`src/rtl/seq_pattern_detector_pkg.sv`:
```
// Shared types and helpers for the serial pattern detector.
//   state_t  : detector state encoding
//   len_mask : builds a low-order mask of 'len' ones (len in 0..32)
package seq_detect_pkg;

  typedef enum logic [1:0] {
    ST_IDLE  = 2'd0,
    ST_HUNT  = 2'd1,
    ST_ARMED = 2'd2
  } state_t;

  localparam int unsigned MASK_W = 32;

  typedef logic [MASK_W:0] wide_mask_t;

  // One extra bit of headroom so len == 32 yields all ones without overflow.
  function automatic logic [MASK_W-1:0] len_mask(input logic [5:0] len);
    wide_mask_t m;
    m = (wide_mask_t'(1) << len) - wide_mask_t'(1);
    return m[MASK_W-1:0];
  endfunction

endpackage

```
`src/rtl/seq_pattern_detector_sat_counter.sv`:
```
// Saturating up-counter with synchronous clear.
//   clk, reset : clock and synchronous active-high reset
//   clr        : clear; a coincident inc leaves the count at 1
//   inc        : increment, sticks at all ones
//   cnt        : registered count
module sat_counter #(
  parameter int unsigned W = 8
) (
  input  logic         clk,
  input  logic         reset,
  input  logic         clr,
  input  logic         inc,
  output logic [W-1:0] cnt
);

  always_ff @(posedge clk) begin
    if (reset) begin
      cnt <= '0;
    end else if (clr) begin
      cnt <= inc ? W'(1) : '0;
    end else if (inc && (cnt != '1)) begin
      cnt <= cnt + W'(1);
    end
  end

endmodule

```
`src/rtl/seq_pattern_detector.sv`:
```
// Run-time programmable serial bit-pattern detector.
//   clk, reset   : clock, synchronous active-high reset
//   cfg_load     : latch cfg_pattern / cfg_len / cfg_overlap (illegal len -> cfg_err)
//   cfg_pattern  : pattern, bit [cfg_len-1] received first
//   cfg_len      : pattern length, legal 1..MAX_LEN
//   cfg_overlap  : 1 = overlapping matches, 0 = restart history after a match
//   bit_valid    : qualifies bit_in
//   bit_in       : serial data
//   count_clr    : clears match_count
//   match        : registered one-cycle match pulse
//   match_count  : saturating match counter
//   cfg_err      : registered one-cycle pulse on an illegal load
//   armed        : registered, high while history holds pat_len bits
module seq_pattern_detector
  import seq_detect_pkg::*;
#(
  parameter  int unsigned MAX_LEN = 8,
  parameter  int unsigned CNT_W   = 8,
  localparam int unsigned LEN_W   = $clog2(MAX_LEN + 1)
) (
  input  logic               clk,
  input  logic               reset,
  input  logic               cfg_load,
  input  logic [MAX_LEN-1:0] cfg_pattern,
  input  logic [LEN_W-1:0]   cfg_len,
  input  logic               cfg_overlap,
  input  logic               bit_valid,
  input  logic               bit_in,
  input  logic               count_clr,
  output logic               match,
  output logic [CNT_W-1:0]   match_count,
  output logic               cfg_err,
  output logic               armed
);

  state_t             state, state_n;
  logic [MAX_LEN-1:0] pat, pat_n;
  logic [LEN_W-1:0]   pat_len, pat_len_n;
  logic               overlap, overlap_n;
  logic [MAX_LEN-1:0] hist, hist_n;
  logic [LEN_W-1:0]   fill, fill_n;
  logic               match_n, cfg_err_n, armed_n;

  logic               cfg_legal_c;
  logic               accept_c;
  logic               hit_c;
  logic [MAX_LEN-1:0] hist_shift_c;
  logic [LEN_W-1:0]   fill_inc_c;
  logic [MAX_LEN-1:0] mask_c;

  // Next-state, compare and output decode.
  always_comb begin
    state_n   = state;
    pat_n     = pat;
    pat_len_n = pat_len;
    overlap_n = overlap;
    hist_n    = hist;
    fill_n    = fill;
    match_n   = 1'b0;
    cfg_err_n = 1'b0;

    cfg_legal_c  = (cfg_len != '0) && (cfg_len <= LEN_W'(MAX_LEN));
    accept_c     = bit_valid && (state != ST_IDLE) && !cfg_load;
    hist_shift_c = {hist[MAX_LEN-2:0], bit_in};
    // fill never exceeds pat_len, so fill + 1 cannot wrap.
    fill_inc_c   = (fill >= pat_len) ? pat_len : fill + LEN_W'(1);
    mask_c       = MAX_LEN'(len_mask(6'(pat_len)));
    hit_c        = accept_c && (fill_inc_c == pat_len) &&
                   (((hist_shift_c ^ pat) & mask_c) == '0);

    if (cfg_load) begin
      if (cfg_legal_c) begin
        pat_n     = cfg_pattern;
        pat_len_n = cfg_len;
        overlap_n = cfg_overlap;
        hist_n    = '0;
        fill_n    = '0;
        state_n   = ST_HUNT;
      end else begin
        cfg_err_n = 1'b1;
      end
    end else if (accept_c) begin
      match_n = hit_c;
      if (hit_c && !overlap) begin
        hist_n  = '0;
        fill_n  = '0;
        state_n = ST_HUNT;
      end else begin
        hist_n  = hist_shift_c;
        fill_n  = fill_inc_c;
        state_n = (fill_inc_c == pat_len) ? ST_ARMED : ST_HUNT;
      end
    end

    armed_n = (state_n == ST_ARMED);
  end

  // State and registered outputs.
  always_ff @(posedge clk) begin
    if (reset) begin
      state   <= ST_IDLE;
      pat     <= '0;
      pat_len <= '0;
      overlap <= 1'b0;
      hist    <= '0;
      fill    <= '0;
      match   <= 1'b0;
      cfg_err <= 1'b0;
      armed   <= 1'b0;
    end else begin
      state   <= state_n;
      pat     <= pat_n;
      pat_len <= pat_len_n;
      overlap <= overlap_n;
      hist    <= hist_n;
      fill    <= fill_n;
      match   <= match_n;
      cfg_err <= cfg_err_n;
      armed   <= armed_n;
    end
  end

  // Counter increments on the same edge that registers the match pulse.
  sat_counter #(
    .W (CNT_W)
  ) u_match_cnt (
    .clk   (clk),
    .reset (reset),
    .clr   (count_clr),
    .inc   (hit_c),
    .cnt   (match_count)
  );

endmodule

```
`config.mk`:
```
export PLATFORM = sky130hd
export DESIGN_NAME = seq_pattern_detector
export DESIGN_NICKNAME = d
export VERILOG_FILES = /design/src/rtl/seq_pattern_detector_pkg.sv /design/src/rtl/seq_pattern_detector_sat_counter.sv /design/src/rtl/seq_pattern_detector.sv
export SDC_FILE = /design/constraint.sdc
export NUM_CORES = 1
export LEC_CHECK = 0
export ABC_AREA = 1
export CORE_MARGIN = 1
export CORE_UTILIZATION = 54
export CTS_CLUSTER_SIZE = 8
export DETAILED_ROUTE_END_ITERATION = 12
export PLACE_DENSITY = 0.79
export SLEW_MARGIN = 20
export SYNTH_ARGS = -nofsm -noshare
export SYNTH_HDL_FRONTEND = slang
export SYNTH_HIERARCHICAL = 1
export SYNTH_SLANG_ARGS = --single-unit
```
`constraint.sdc`:
```
create_clock -name clk -period 3 [get_ports clk]
set_input_delay 0.45 -clock clk [delete_from_list [all_inputs] [get_ports clk]]
set_output_delay 0.45 -clock clk [all_outputs]
set_load 0.005 [all_outputs]
```
==> impl_metrics.json <==
{
  "r2r_start": "pat_len[3]",
  "r2r_end": "fill[3]",
  "hold_path_depth": 2,
  "port-buffer-count": 29,
  "status": "completed",
  "relSlewSlack": 0.7154,
  "hp-class": "reg -> reg",
  "grt_overflow": 0,
  "worstHoldEndpoint": "u_match_cnt/cnt[6]",
  "min_period_ns": 2.579,
  "worst_slew_pin_slew_ns": 0.4265,
  "power.density_mw_per_mm2": 460.9,
  "cts_setup_buffers": 0,
  "critPathKind": "reg -> reg",
  "synth_seq_cells": 37,
  "synth_edf_count": 0,
  "setup_viol": 0,
  "ioPinCount": 30,
  "rows": 22,
  "grt_pass1_wl_mm": 8.445,
  "cp_max_fo": 11,
  "ff2ff_setup_slack_ns": 0.42,
  "clkTransAtPathRegs_ns": 0.08,
  "fillCellCount": 334,
  "clockRootBuffer": "clkbuf_8",
  "netlist.area_leader.share": 0.3442,
  "wl_per_cell_um": 12.82,
  "core_area_mm2": 0.003744,
  "synth_cell_types": 34,
  "end_kind": "flop",
  "synth_ff_type": "dfxtp_1",
  "clock_latency_ns": 0.29,
  "synth_most_common_cell": "nand2_1",
  "area_growth_pct": 21.40,
  "max-cap-violations": 0,
  "grt_pass1_vias": 1876,
  "cp.required_ns": 3.18,
  "vias_per_cell": 5.303,
  "multiInputGateArea_mm2": 0.001237,
  "die_h_um": 65.13,
  "routed_wl_mm": 5.040,
  "fin_cells": 393,
  "clk_path_buf_depth": 2,
  "initial_core_util": 0.5749,
  "crit_arrival_ns": 2.76,
  "synth_area_leaders": "dfxtp_1 (34%), nand2_1 (10%), nand3_1 (6.7%)",
  "placed_cells": 385,
  "fin_total_pwr_uw": 1204,
  "yosysSeqAreaShare": 0.3442,
  "n_antenna_cell": 0,
  "hold_buffers": 0,
  "yosysWarnings": 6,
  "drc": 0,
  "syn_nets": 336,
  "grt_max_degree": 19,
  "leakage_uw": 0.001125,
  "cts_buffers": 5,
  "drv_slew": 0,
  "gp_congestion": 0.9014,
  "ant_nets": 0,
  "worstHoldStart": "u_match_cnt/cnt[6]",
  "nets": 370,
  "grt_util_all_layers": 0.2585,
  "fin_crit_sh": 0.8598,
  "tns_ns": 0,
  "post-dp-hpwl_mm": 3.756,
  "fp.dieArea_mm2": 0.004242,
  "max-vdd-ir-drop_mv": 0.3579,
  "grt_setup_unrepaired": "false",
  "first_pass_iters": 4,
  "yosys.area.top_type": "dfxtp_1",
  "max_freq_mhz": 387.7,
  "async_flop_share": 0,
  "die_w_um": 65.13,
  "regArea_um2": 740.7,
  "yosys-top-cells-count": "nand2_1 (58), dfxtp_1 (37), nor2_1 (34), inv_1 (33), nand3_1 (29)",
  "cts_resized": 0,
  "syn_avg_cell_area_um2": 6.942,
  "r2r_cells": 13,
  "tritoncts": "done",
  "start_kind": "flop",
  "synthCells": 310,
  "vias": 2084,
  "fin_util": 0.6979,
  "clock_skew_ns": 0.004781,
  "clock_sinks": 37,
  "drt_iter0_markers": 184,
  "hold_viol_final": 0,
  "drive_gt1_frac": 0.1043,
  "antenna_found_initial": 0,
  "h-tree-depth": 2,
  "syn_area_mm2": 0.002152
}
[critical path, cell delays in order, from the launching register on]
cell	delay, ns
dfxtp_1	0.44
inv_2	0.13
ha_1	0.36
nand2_1	0.06
inv_1	0.12
nand2_1	0.17
nand4_1	0.11
nand2_1	0.06
nor2_1	0.08
nand2_1	0.12
nor3_4	0.37
nand2_2	0.24
nand3_1	0.13
a21oi_1	0.07
[stage by stage]
step,hold slack (ns),instance area [um2],setup slack (ns)
after floorplan,0.4445,2152,0.7895
after global placement,0.4546,2501,0.5336
after detailed placement,0.4605,2501,0.4542
after CTS,0.4717,2613,0.4365
after global routing,0.4968,2613,0.1682
final,0.4700,2613,0.4206
[routing by layer]
metal	vias up	part of all wire	GRT usage
li1	1094	-	-
met1	930	0.48	0.3552
met2	53	0.46	0.4036
met3	7	0.049	0.04340
met4	0	0.013	0.09783
met5	-	0	0
[logic make-up after synthesis]
group | Yosys count | share of synthesized area
simple gates | 155 | 0.3459
compound gates | 58 | 0.1518
buf+inv | 44 | 0.08081
flops | 37 | 0.3442
xor+xnor | 9 | 0.03663
fa+ha+maj | 7 | 0.04070
[placed cells by master, fill, tap and decap left out, types with 2 or more instances in the layout]
cell type        instances
buf_4                    4
nand2_1                 58
nor3_2                   2
xor2_1                   6
o21ai_0                 25
inv_1                   33
nand2_2                  6
nor2_1                  34
dfxtp_1                 37
ha_1                     7
clkbuf_8                 5
nor3_1                   2
a21oi_1                 25
xnor2_1                  3
nand4_1                 13
nor2_2                   2
clkdlybuf4s50_1         29
inv_2                    5
nand2_4                  2
o21ai_1                  2
nand3_1                 29
[state kept, by name, indices dropped and copies added, names as in the netlist]
| register | cells |
|---|---|
| state | 2 |
| armed | 1 |
| overlap | 1 |
| u_match_cnt/cnt | 8 |
| cfg_err | 1 |
| hist | 7 |
| pat_len | 4 |
| pat | 8 |
| fill | 4 |
| match | 1 |
[report_power, final]
group	internal (uW)	total, uW	switching, uW	leakage (uW)
clock	250	439	190	0.0000554
combinational	92.9	230	137	0.000768
sequential	513	535	21.5	0.000302
total	856	1200	348	0.00113
[how the worst max path moves through the flow]
stage                     from  endpoint  slack (ns)  depth (start not counted)
floorplan           pat_len[3]   fill[0]        0.79                         14
global placement    pat_len[3]   fill[0]        0.53                         13
detailed placement  pat_len[3]   hist[3]        0.45                         13
CTS                 pat_len[3]   hist[3]        0.44                         13
global route        pat_len[3]   fill[3]        0.17                         13
finish              pat_len[3]   fill[3]        0.42                         13
[area by class of cell]
cell class                      count  area share
Clock inverter                      2     0.01485
Sequential cell                    37      0.2835
Inverter                           38     0.05460
Multi-Input combinational cell    229      0.4737
Clock buffer                        6     0.02778
Tap cell                           48     0.02299
Timing Repair Buffer               33      0.1226
Note: power is estimated with default switching activity, not from simulation.
